$ cat src/rtl/p4_mux_sched_pkg.sv
// Shared types and helpers for the header/payload pair-mux packet scheduler.
package p4_mux_sched_pkg;

  typedef enum logic {
    StIdle = 1'b0,
    StBusy = 1'b1
  } state_e;

  // A programmed weight of zero still earns one packet per round.
  function automatic int unsigned weight_clamp(input int unsigned w);
    return (w == 0) ? 1 : w;
  endfunction

endpackage

$ cat src/rtl/p4_mux_sched_rr_select.sv
// Round-robin pick: rotate requests by the pointer, take the lowest set bit,
// rotate the index back. Purely combinational.
module p4_mux_sched_rr_select #(
  parameter int unsigned S_COUNT    = 4,
  parameter int unsigned CL_S_COUNT = $clog2(S_COUNT)
) (
  input  logic [S_COUNT-1:0]    req_i,
  input  logic [CL_S_COUNT-1:0] ptr_i,
  output logic [S_COUNT-1:0]    grant_o,
  output logic [CL_S_COUNT-1:0] idx_o,
  output logic                  valid_o
);

  logic [S_COUNT-1:0]    rot;
  logic [CL_S_COUNT-1:0] k;
  logic [CL_S_COUNT:0]   sum;

  always_comb begin
    rot     = S_COUNT'({req_i, req_i} >> ptr_i);
    valid_o = |rot;
    k       = '0;
    for (int i = S_COUNT - 1; i >= 0; i--) begin
      if (rot[i]) k = CL_S_COUNT'(i);
    end
    sum = {1'b0, ptr_i} + {1'b0, k};
    if (sum >= (CL_S_COUNT + 1)'(S_COUNT)) sum = sum - (CL_S_COUNT + 1)'(S_COUNT);
    idx_o   = sum[CL_S_COUNT-1:0];
    grant_o = valid_o ? (S_COUNT'(1) << idx_o) : '0;
  end

endmodule

$ cat src/rtl/p4_mux_sched.sv
// Weighted round-robin packet scheduler: grants one source and holds it until
// both header and payload tlast of the packet have gone out, with a stall watchdog.
module p4_mux_sched
  import p4_mux_sched_pkg::*;
#(
  parameter int unsigned S_COUNT       = 4,
  parameter int unsigned CL_S_COUNT    = $clog2(S_COUNT),
  parameter int unsigned WEIGHT_WIDTH  = 4,
  parameter int unsigned TIMEOUT_WIDTH = 16
) (
  input  logic                            clk,
  input  logic                            rst,
  input  logic [S_COUNT-1:0]              req_i,
  input  logic [S_COUNT-1:0]              cfg_enable_i,
  input  logic [S_COUNT*WEIGHT_WIDTH-1:0] cfg_weight_i,
  input  logic [TIMEOUT_WIDTH-1:0]        cfg_timeout_i,
  input  logic                            hdr_beat_i,
  input  logic                            hdr_last_i,
  input  logic                            pld_beat_i,
  input  logic                            pld_last_i,
  output logic [S_COUNT-1:0]              grant_o,
  output logic [CL_S_COUNT-1:0]           grant_encoded_o,
  output logic                            grant_valid_o,
  output logic                            timeout_err_o
);

  state_e                  state_q;
  logic [S_COUNT-1:0]      grant_q;
  logic [CL_S_COUNT-1:0]   enc_q;
  logic                    valid_q;
  logic                    terr_q;
  logic [CL_S_COUNT-1:0]   ptr_q;
  logic [WEIGHT_WIDTH-1:0] credit_q [S_COUNT];
  logic                    hdr_done_q, pld_done_q;
  logic [TIMEOUT_WIDTH-1:0] wd_q;

  logic [S_COUNT-1:0]      elig_base, credit_nz, elig;
  logic                    reload;
  logic                    hdr_done_d, pld_done_d, complete, stall, wd_fire;
  logic [TIMEOUT_WIDTH-1:0] wd_d;
  logic [WEIGHT_WIDTH-1:0] dec_credit;
  logic [CL_S_COUNT-1:0]   next_ptr;
  logic [S_COUNT-1:0]      sel_grant;
  logic [CL_S_COUNT-1:0]   sel_idx;
  logic                    sel_valid;

  always_comb begin
    elig_base = req_i & cfg_enable_i;
    for (int i = 0; i < S_COUNT; i++) credit_nz[i] = (credit_q[i] != '0);
    // Everyone still asking has spent its credit: open a new round right away.
    reload = ((elig_base & credit_nz) == '0) && (elig_base != '0);
    elig   = reload ? elig_base : (elig_base & credit_nz);

    hdr_done_d = hdr_done_q | hdr_last_i;
    pld_done_d = pld_done_q | pld_last_i;
    complete   = hdr_done_d & pld_done_d;
    stall      = !(hdr_beat_i || pld_beat_i);
    wd_d       = stall ? wd_q + TIMEOUT_WIDTH'(1) : '0;
    wd_fire    = stall && (cfg_timeout_i != '0) && (wd_d == cfg_timeout_i);

    dec_credit = credit_q[enc_q] - WEIGHT_WIDTH'(1);
    next_ptr   = (enc_q == CL_S_COUNT'(S_COUNT - 1)) ? '0 : enc_q + CL_S_COUNT'(1);
  end

  p4_mux_sched_rr_select #(
    .S_COUNT    (S_COUNT),
    .CL_S_COUNT (CL_S_COUNT)
  ) u_rr_select (
    .req_i   (elig),
    .ptr_i   (ptr_q),
    .grant_o (sel_grant),
    .idx_o   (sel_idx),
    .valid_o (sel_valid)
  );

  always_ff @(posedge clk) begin
    if (rst) begin
      state_q    <= StIdle;
      grant_q    <= '0;
      enc_q      <= '0;
      valid_q    <= 1'b0;
      terr_q     <= 1'b0;
      ptr_q      <= '0;
      hdr_done_q <= 1'b0;
      pld_done_q <= 1'b0;
      wd_q       <= '0;
      for (int i = 0; i < S_COUNT; i++) credit_q[i] <= '0;
    end else begin
      terr_q <= 1'b0;
      case (state_q)
        StIdle: begin
          if (sel_valid) begin
            if (reload) begin
              for (int i = 0; i < S_COUNT; i++) begin
                credit_q[i] <= WEIGHT_WIDTH'(weight_clamp(
                    32'(cfg_weight_i[i*WEIGHT_WIDTH +: WEIGHT_WIDTH])));
              end
            end
            grant_q <= sel_grant;
            enc_q   <= sel_idx;
            valid_q <= 1'b1;
            wd_q    <= '0;
            state_q <= StBusy;
          end
        end
        StBusy: begin
          if (complete || wd_fire) begin
            // A watchdog release forfeits the rest of the source's round.
            credit_q[enc_q] <= complete ? dec_credit : '0;
            ptr_q      <= (complete && dec_credit != '0) ? enc_q : next_ptr;
            terr_q     <= !complete;
            grant_q    <= '0;
            valid_q    <= 1'b0;
            hdr_done_q <= 1'b0;
            pld_done_q <= 1'b0;
            wd_q       <= '0;
            state_q    <= StIdle;
          end else begin
            hdr_done_q <= hdr_done_d;
            pld_done_q <= pld_done_d;
            wd_q       <= wd_d;
          end
        end
        default: state_q <= StIdle;
      endcase
    end
  end

  assign grant_o         = grant_q;
  assign grant_encoded_o = enc_q;
  assign grant_valid_o   = valid_q;
  assign timeout_err_o   = terr_q;

endmodule

$ cat config.mk
export PLATFORM = sky130hd
export DESIGN_NAME = p4_mux_sched
export DESIGN_NICKNAME = d
export VERILOG_FILES = /design/src/rtl/p4_mux_sched_pkg.sv /design/src/rtl/p4_mux_sched_rr_select.sv /design/src/rtl/p4_mux_sched.sv
export SDC_FILE = /design/constraint.sdc
export NUM_CORES = 1
export LEC_CHECK = 0
export CAP_MARGIN = 15
export CORE_MARGIN = 3
export CORE_UTILIZATION = 45
export CTS_BUF_LIST = sky130_fd_sc_hd__clkbuf_8
export DETAILED_ROUTE_END_ITERATION = 6
export PLACE_DENSITY = 0.75
export REMOVE_ABC_BUFFERS = 1
export SLEW_MARGIN = 20
export SYNTH_ARGS = -nofsm -noshare
export SYNTH_HDL_FRONTEND = slang
export SYNTH_SLANG_ARGS = --single-unit
$ cat constraint.sdc
create_clock -name clk -period 7.9 [get_ports clk]
set_input_delay 1.58 -clock clk [delete_from_list [all_inputs] [get_ports clk]]
set_output_delay 1.58 -clock clk [all_outputs]
set_load 0.01 [all_outputs]
==> results.md, run 1 <==
Critical path:
- The kind of cell adding the most delay to the critical path is simple AND/OR/NAND/NOR gates.
- The count of buffering cells on the critical path with inverters included is 1.
- For the worst setup path, the data required time is 7.91 ns.
- The critical path goes through clkdlybuf4s50_1 -> nor2_1 -> o2111ai_1 -> nor4_1 -> o311ai_0 -> or4_1 -> or4_4 -> a21boi_2 -> a221o_1.
- In this run the critical register-to-register path is launched from wd_q[0].
- The critical-path cell with the highest stage delay is sky130_fd_sc_hd__or4_4.
- The kind of start point of the critical path is a primary input.
- The critical path startpoint is pld_beat_i.
- The critical setup path kind is in -> reg.
- The arrival time reported for the critical path endpoint is 5.05 ns.
- STA classifies the critical path endpoint as a flip-flop.
- Along the worst path, the maximum fanout reaches 21.
- The largest single stage delay on the critical path is 0.64 ns.

Clocking:
- Once the clock tree was built, the setup fixing pass inserted 0 buffers.
- The total clock sinks is 47.
- The clock tree from TritonCTS is built.
- The clock root buffer master is sky130_fd_sc_hd__clkbuf_8.
- Clock-pin slew was measured on the worst setup and hold paths at 0.09 ns.
- The hold buffer count at CTS is 0.
- The number of gates resized after CTS was 0.
- The later pin in the worst-skew pair is clocked with a latency of 0.31 ns.
- The number of H-tree levels is 2.
- The number of buffers inserted during clock tree synthesis is 5.
- The worst-case clock buffer depth is 2.

Synth:
- In this run the cell area of the synthesized design comes to 3360 um^2.
- For this run, the number of Yosys warnings is 0.
- The post-synthesis mux area share is 0.0387.
- After synthesis, the netlist uses 68 different library cells.
- Of the total synthesized cell area, the portion taken by AND, OR, NAND and NOR gates is 0.257.
- The area fraction in compound gates after synthesis is 0.262.
- Synthesis produced a netlist whose cell count is 394.
- Counting flops with a built-in enable in the synthesized netlist gives 16.
- The share of synthesized area occupied by flip-flops and latches is 0.327.
- After synthesis the netlist holds a flip-flop and latch count of 47.
- The leading register cell type out of synthesis is sky130_fd_sc_hd__dfxtp_1.
- Of the total synthesized cell area, the portion taken by XOR and XNOR cells is 0.0469.
- The average footprint of a synthesized cell is 8.54 um^2.
- The fraction of registers with async set/reset is 0.
- The main combinational cell family by area after synthesis is compound AO/OA/AOI/OAI gates.
- The adder-cell area share of the yosys netlist is 0.0298.

Finish:
- After the last flow step, the layout net total stands at 494.
- The area added between synthesis and finish is 21.1%.
- The fraction of final layout cells sized beyond drive strength 1 is 0.0522.
- For this run, the share of the core covered by cells in the final layout is 0.580.
- The count of inserted antenna diode cells is 0.
- The filler cell count in the final layout is 646.

Timing:
- The worst slew slack as a fraction of its limit is 0.285.
- At the pin with the least slew margin, the transition time is 1.06 ns.
- Timing would allow up to 198 MHz.
- Setup repair after global routing left no endpoint under its margin.
- The share of the cycle needed by the critical path after routing is 0.638.
- The final setup violation count is 0.
- The clock period could shrink to 5.04 ns.
- Across the routed clock network, the largest skew measured is 0.00546 ns.
- The number of slew-limit violations in the final report is 0.
- In the final timing run, aggregate negative setup slack is 0 ns.
- The number of endpoints with negative hold slack in the final report is 0.

Pwr:
- The largest voltage drop on the vdd net is 0.0788 mV.
- The leakage power summed over all cells is 1.34 nW.
- Dividing total power by cell area gives a power density of 157 nW/um^2.
- The power after layout is 639 uW.

Route:
- The final antenna-violating net count is 0.
- The routed design has 9.47 mm of wire.
- The first TritonRoute pass finished after 5 iterations.
- The per-cell routed wire length is 17.6 um.
- The total via count in the routed design is 3,470.
- The via-per-instance ratio is 6.46.
- The DRC violation count after routing is 0.
- The number of design-rule violations left by the first detailed-router iteration is 374.

Placement:
- During placement, the flow inserted port buffers numbering 53.
- The placer congestion estimate is 0.899.
- Summed over all nets, the half-perimeter wirelength after detailed placement is 7.19 mm.

Outcome:
- The flow ran to the end, and the final reports show no timing, DRC or antenna violations.

Floorplanning:
- The die outline width is 92.5 um.
- The floorplan step defined a die boundary enclosing 8550 um^2.
- The core footprint is 7020 um^2.
- The initialized floorplan defines 30 standard-cell rows.
- The initial core utilization is 0.479.
- The vertical die dimension is 92.5 um.
- The number of top-level design ports is 54.

Global route:
- In the global route stage, overall resource usage came out at 0.223.
- The pin count of the biggest net entering global routing is 22.
- The number of antenna violations at the first check in global routing is 0.
- The global-route wire length before repair is 15.5 mm.
- After global routing the overflow that remains totals 0.
- The number of global-route vias before repair came to 3,224.

Min path:
- The launch instance of the worst min-delay path is grant_o[3].
- The class of the tightest hold or removal check is reg -> reg.

Run:
- Max-cap violations in this run came to 0.
## cell usage after synthesis, types with 5 or more instances
master,count,area share
sky130_fd_sc_hd__and3_1,5,0.0093
sky130_fd_sc_hd__a31oi_1,8,0.015
sky130_fd_sc_hd__o211ai_1,8,0.018
sky130_fd_sc_hd__and2_1,9,0.017
sky130_fd_sc_hd__or4_1,9,0.020
sky130_fd_sc_hd__inv_1,12,0.013
sky130_fd_sc_hd__nor2b_1,6,0.011
sky130_fd_sc_hd__nand4_1,8,0.015
sky130_fd_sc_hd__ha_1,8,0.030
sky130_fd_sc_hd__dfxtp_1,31,0.18
sky130_fd_sc_hd__nor2_1,22,0.025
sky130_fd_sc_hd__nand2_1,40,0.045
sky130_fd_sc_hd__clkbuf_1,11,0.012
sky130_fd_sc_hd__a21oi_1,8,0.012
sky130_fd_sc_hd__xnor2_1,13,0.034
sky130_fd_sc_hd__xor2_1,5,0.013
sky130_fd_sc_hd__edfxtp_1,16,0.14
sky130_fd_sc_hd__o21ai_0,30,0.045
sky130_fd_sc_hd__nor3_1,17,0.025
sky130_fd_sc_hd__nand3_1,17,0.025
sky130_fd_sc_hd__o2111ai_1,8,0.021
sky130_fd_sc_hd__o22ai_1,5,0.0093
sky130_fd_sc_hd__a22o_1,7,0.018
sky130_fd_sc_hd__nor4_1,11,0.020
## metal layers
layer	share of wire	track usage	wire [um]	vias to the layer above
met5	0	0	0	-
met4	0.021	0.0631	197	0
met3	0.090	0.0414	854	23
met2	0.45	0.353	4290	173
met1	0.44	0.309	4130	1628
li1	-	-	-	1646
## cell families after synthesis
logic type,after synthesis
muxes,8
AOI/OAI and AO/OA,121
adders and majority gates,8
xor gates and xnor gates,18
and+or+nand+nor,162
DFF,47
buffers and inverters,30
## power by group
part | switching, mW | total (mW) | internal [mW] | leakage [nW]
clock network | 0.0851 | 0.179 | 0.0943 | 0.0581
logic | 0.0913 | 0.171 | 0.0794 | 0.864
registers | 0.0187 | 0.289 | 0.270 | 0.422
## per-stage QoR
stage / instance area (um^2) / hold slack [ns] / setup slack (ns) / instances
6_report: 4070 / 0.478 / 2.86 / 537
5_1_grt: 4070 / 0.510 / 2.70 / 537
4_1_cts: 4070 / 0.484 / 2.89 / 537
3_5_place_dp: 3960 / 0.463 / 2.56 / 529
3_3_place_gp: 3960 / 0.456 / 2.68 / 529
2_1_floorplan: 3280 / 0.481 / 3.51 / 376
## layout by cell type, fill, tap and decap left out, types with 6 or more instances in the layout
cell,Yosys,layout
sky130_fd_sc_hd__clkdlybuf4s50_1,0,53
sky130_fd_sc_hd__nand2_1,40,40
sky130_fd_sc_hd__dfxtp_1,31,31
sky130_fd_sc_hd__o21ai_0,30,30
sky130_fd_sc_hd__nor2_1,22,22
sky130_fd_sc_hd__nor3_1,17,17
sky130_fd_sc_hd__nand3_1,17,17
sky130_fd_sc_hd__edfxtp_1,16,16
sky130_fd_sc_hd__xnor2_1,13,13
sky130_fd_sc_hd__inv_1,12,12
sky130_fd_sc_hd__nor4_1,11,11
sky130_fd_sc_hd__and2_1,9,9
sky130_fd_sc_hd__or4_1,9,9
sky130_fd_sc_hd__a31oi_1,8,8
sky130_fd_sc_hd__o2111ai_1,8,8
sky130_fd_sc_hd__o211ai_1,8,8
sky130_fd_sc_hd__nand4_1,8,8
sky130_fd_sc_hd__a21oi_1,8,8
sky130_fd_sc_hd__ha_1,8,8
sky130_fd_sc_hd__a22o_1,7,7
sky130_fd_sc_hd__nor2b_1,6,6
## final cells by class
class | instances | area (um^2) | area share
Multi-Input combinational cell | 317 | 2130 | 0.524
Clock buffer | 5 | 68.8 | 0.0169
Timing Repair Buffer | 57 | 561 | 0.138
Inverter | 12 | 45.0 | 0.0111
Clock inverter | 3 | 43.8 | 0.0108
Tap cell | 96 | 120 | 0.0295
Sequential cell | 47 | 1100 | 0.270
## flip-flops by register name (all words and copies together), names as in the netlist, named ones only
register and count:
grant_o 4, pld_done_q 1, grant_valid_o 1, wd_q 16
hdr_done_q 1, timeout_err_o 1, credit_q 16, grant_encoded_o 2
ptr_q 2, state_q 1
## path summary, 6_finish.rpt
kind | endpoint | slack (ns) | depth (start not counted)
worst max-delay path | credit_q[0][0] | 2.86 | 9
worst min register to register | grant_o[3] | 0.48 | 1
worst min-delay path | grant_o[3] | 0.48 | 1
worst max register to register | credit_q[0][0] | 3.66 | 9
No activity file was read; power rests on OpenSTA's default activity.
==> run 2, diff against run 1 <==
Settings changed: PLACE_DENSITY 0.75 to 0.78.
Clock period 7.9 ns to 4.4 ns, I/O delays scaled along.
==> run 2 against run 1 <==
  * Combinational power up 80%
  * Wire length up 0.93%
  * Non-clock buffer count up 6
  * Critical path depth unchanged
  * Core utilization up 0.27 points
  * Total power up 70%
  * Clock power up 47%
  * Largest power group unchanged
==> results.md, run 2 (synthesized netlist as in run 1, its figures left out) <==
Outcome:
- The flow ran to the end, and the final reports show no timing, DRC or antenna violations.

Clocking:
- The clock transition at the register clock pins on the worst setup and hold paths after CTS is 0.10 ns (about the same).
- The number of H-tree levels is 2 (unchanged).
- The worst-case clock buffer depth came to 2 (unchanged).
- The post-CTS setup-driven buffer insertion count is 0 (unchanged).
- The number of buffers inserted during clock tree synthesis is 5 (unchanged).
- The clock tree from TritonCTS is built.
- The clock insertion delay at the later pin of the skew report is 0.31 ns (about the same).
- Clock tree synthesis selected as its root buffer the cell sky130_fd_sc_hd__clkbuf_8.
- The hold buffer count at CTS is 0 (unchanged).
- The total clock sinks was 47 (unchanged).
- The post-cts resize count is 0 (unchanged).

Route:
- The final antenna-violating net count is 0 (unchanged).
- The via-per-instance ratio is 6.35 (-1.8%).
- The overall routed net length is 9.56 mm (+0.93%).
- The per-cell routed wire length was 17.6 um (-0.19%).
- The number of design-rule violations left by the first detailed-router iteration was 360 (-3.7%).
- The total via count in the routed design is 3,447 (-0.66%).
- The DRC violation count after routing was 0 (unchanged).
- The count of TritonRoute iterations in the first routing pass is 5 (unchanged).

Finish:
- The count of inserted antenna diode cells is 0 (unchanged).
- The footprint of the multi-input gates is 2130 um^2 (unchanged).
- The register area is 1100 um^2 (unchanged).
- The filler cell count in the final layout is 615 (-4.8%).
- The post-layout instance count excluding filler cells was 543 (+1.1%).
- The number of nets in the final layout is 500 (+1.2%).
- The fraction of final layout cells sized beyond drive strength 1 is 0.0626 (+0.0105).
- The area added between synthesis and finish is 21.6%.
- Leaving out fill and tap cells, the most frequent cells in the layout are sky130_fd_sc_hd__clkdlybuf4s50_1 (53), sky130_fd_sc_hd__nand2_1 (40), sky130_fd_sc_hd__dfxtp_1 (31), sky130_fd_sc_hd__o21ai_0 (30), sky130_fd_sc_hd__nor2_1 (22).
- The most common library cell in the layout ignoring fill and taps is sky130_fd_sc_hd__clkdlybuf4s50_1.

Timing:
- The worst slew slack as a fraction of its limit was 0.477 (+0.192).
- The highest clock rate is 258 MHz.
- The number of slew-limit violations in the final report came to 0 (unchanged).
- The worst clock skew is 0.00962 ns (+0.00416 ns).
- The final critical-path required period is 3.88 ns.
- The aggregate negative setup slack came to 0 ns (unchanged).
- The slew at the pin with the worst max-slew slack came to 0.782 ns (-0.281 ns).
- The final setup violation count is 0 (unchanged).
- Of the available clock period, the critical path in the final layout requires 0.882.
- The number of endpoints with negative hold slack in the final report is 0 (unchanged).
- Setup repair after global routing left no endpoint under its margin.

Pwr:
- The largest voltage drop on the vdd net is 0.130 mV (+65%).
- The power density over the cells is 266 nW/um^2 (+70%).
- The power after layout is 1.09 mW (+70%).
- The leakage power summed over all cells is 1.37 nW (+1.6%).

Global route:
- The number of antenna violations at the first check in global routing came to 0 (unchanged).
- The number of global-route vias before repair is 3,125 (-3.1%).
- The global-route total usage across every layer is 0.227 (+0.00429).
- The pin count of the biggest net entering global routing was 21 (-4.5%).
- The global-route wire length before repair came to 15.6 mm (+0.32%).
- The global route total overflow was 0 (unchanged).

Floorplanning:
- The core footprint is 7020 um^2 (unchanged).
- The number of top-level design ports is 54 (unchanged).
- The initial core utilization is 0.479 (unchanged).
- The die outline width came to 92.5 um (unchanged).
- The number of rows in the core area is 30 (unchanged).
- The vertical die dimension is 92.5 um (unchanged).
- The die area came to 8550 um^2 (unchanged).

Critical path:
- The arrival time reported for the critical path endpoint is 3.89 ns (-1.16 ns).
- The kind of start point of the critical path is a flip-flop.
- The top fanout value on the critical path is 6 (-71%).
- STA classifies the critical path endpoint as a flip-flop.
- The critical setup path kind is reg -> reg.
- The data required time at the worst endpoint is 4.41 ns (-3.50 ns).

Placement:
- The count of input and output buffers is 53 (unchanged).
- The detailed placement HPWL is 7.51 mm (+4.5%).
- The number of cells in the design after placement is 535 (+1.1%).
- The placer congestion estimate is 0.925 (+2.8%).

Run:
- The number of maximum-capacitance violations is 0 (unchanged).

Min path:
- The path class of the tightest hold or removal check is reg -> reg.
-- run 2: cell count changes in the layout (fill, tap and decap cells not counted) --
cell,delta
sky130_fd_sc_hd__bufinv_16,-1
sky130_fd_sc_hd__buf_4,+6
sky130_fd_sc_hd__inv_1,+1
-- run 2: area by class of cell --
type | instances | share of cell area
Timing Repair Buffer | 63 | 0.148
Multi-Input combinational cell | 317 | 0.521
Clock buffer | 5 | 0.0168
Clock inverter | 3 | 0.00428
Sequential cell | 47 | 0.269
Inverter | 12 | 0.0110
Tap cell | 96 | 0.0294
-- run 2: routing by layer --
layer | track usage | up-vias | wire [um] | share of wire
li1 | - | 1654 | - | -
met1 | 0.312 | 1634 | 4310 | 0.45
met2 | 0.372 | 144 | 4560 | 0.48
met3 | 0.0382 | 15 | 564 | 0.059
met4 | 0.0557 | 0 | 126 | 0.013
met5 | 0 | - | 0 | 0
-- run 2: through the flow --
step,util,cell area [um^2],setup slack [ns],hold slack [ns]
4_1_cts,0.583,4090,0.580,0.484
5_1_grt,0.583,4090,0.381,0.506
6_report,0.583,4090,0.517,0.479
3_3_place_gp,0.570,4000,0.327,0.459
3_5_place_dp,0.570,4000,0.262,0.463
2_1_floorplan,-,3280,0.711,0.481
-- run 2: power by group --
part | switching [mW] | internal [mW] | total, mW
clock network | 0.153 | 0.110 | 0.263
logic | 0.164 | 0.144 | 0.308
registers | 0.0333 | 0.486 | 0.519
total | 0.350 | 0.740 | 1.09
-- run 2: path summary, 6_finish.rpt --
path                    from             end  slack [ns]  cells after the start
hold / removal    grant_o[1]      grant_o[1]        0.48                      1
setup / recovery     wd_q[1]  credit_q[0][3]        0.52                      9
setup reg to reg     wd_q[1]  credit_q[0][3]        0.52                      9
hold reg to reg   grant_o[1]      grant_o[1]        0.48                      1
-- run 2: worst max-delay path, cell delays in order, from the launching register on --
cell and delay (ns):
sky130_fd_sc_hd__dfxtp_1 0.42, sky130_fd_sc_hd__ha_1 0.36, sky130_fd_sc_hd__nand4_1 0.29, sky130_fd_sc_hd__o21a_1 0.29
sky130_fd_sc_hd__or4_1 0.48, sky130_fd_sc_hd__a211oi_1 0.38, sky130_fd_sc_hd__o2111ai_1 0.19, sky130_fd_sc_hd__or4_4 0.57
sky130_fd_sc_hd__a21boi_2 0.28, sky130_fd_sc_hd__a221o_1 0.33
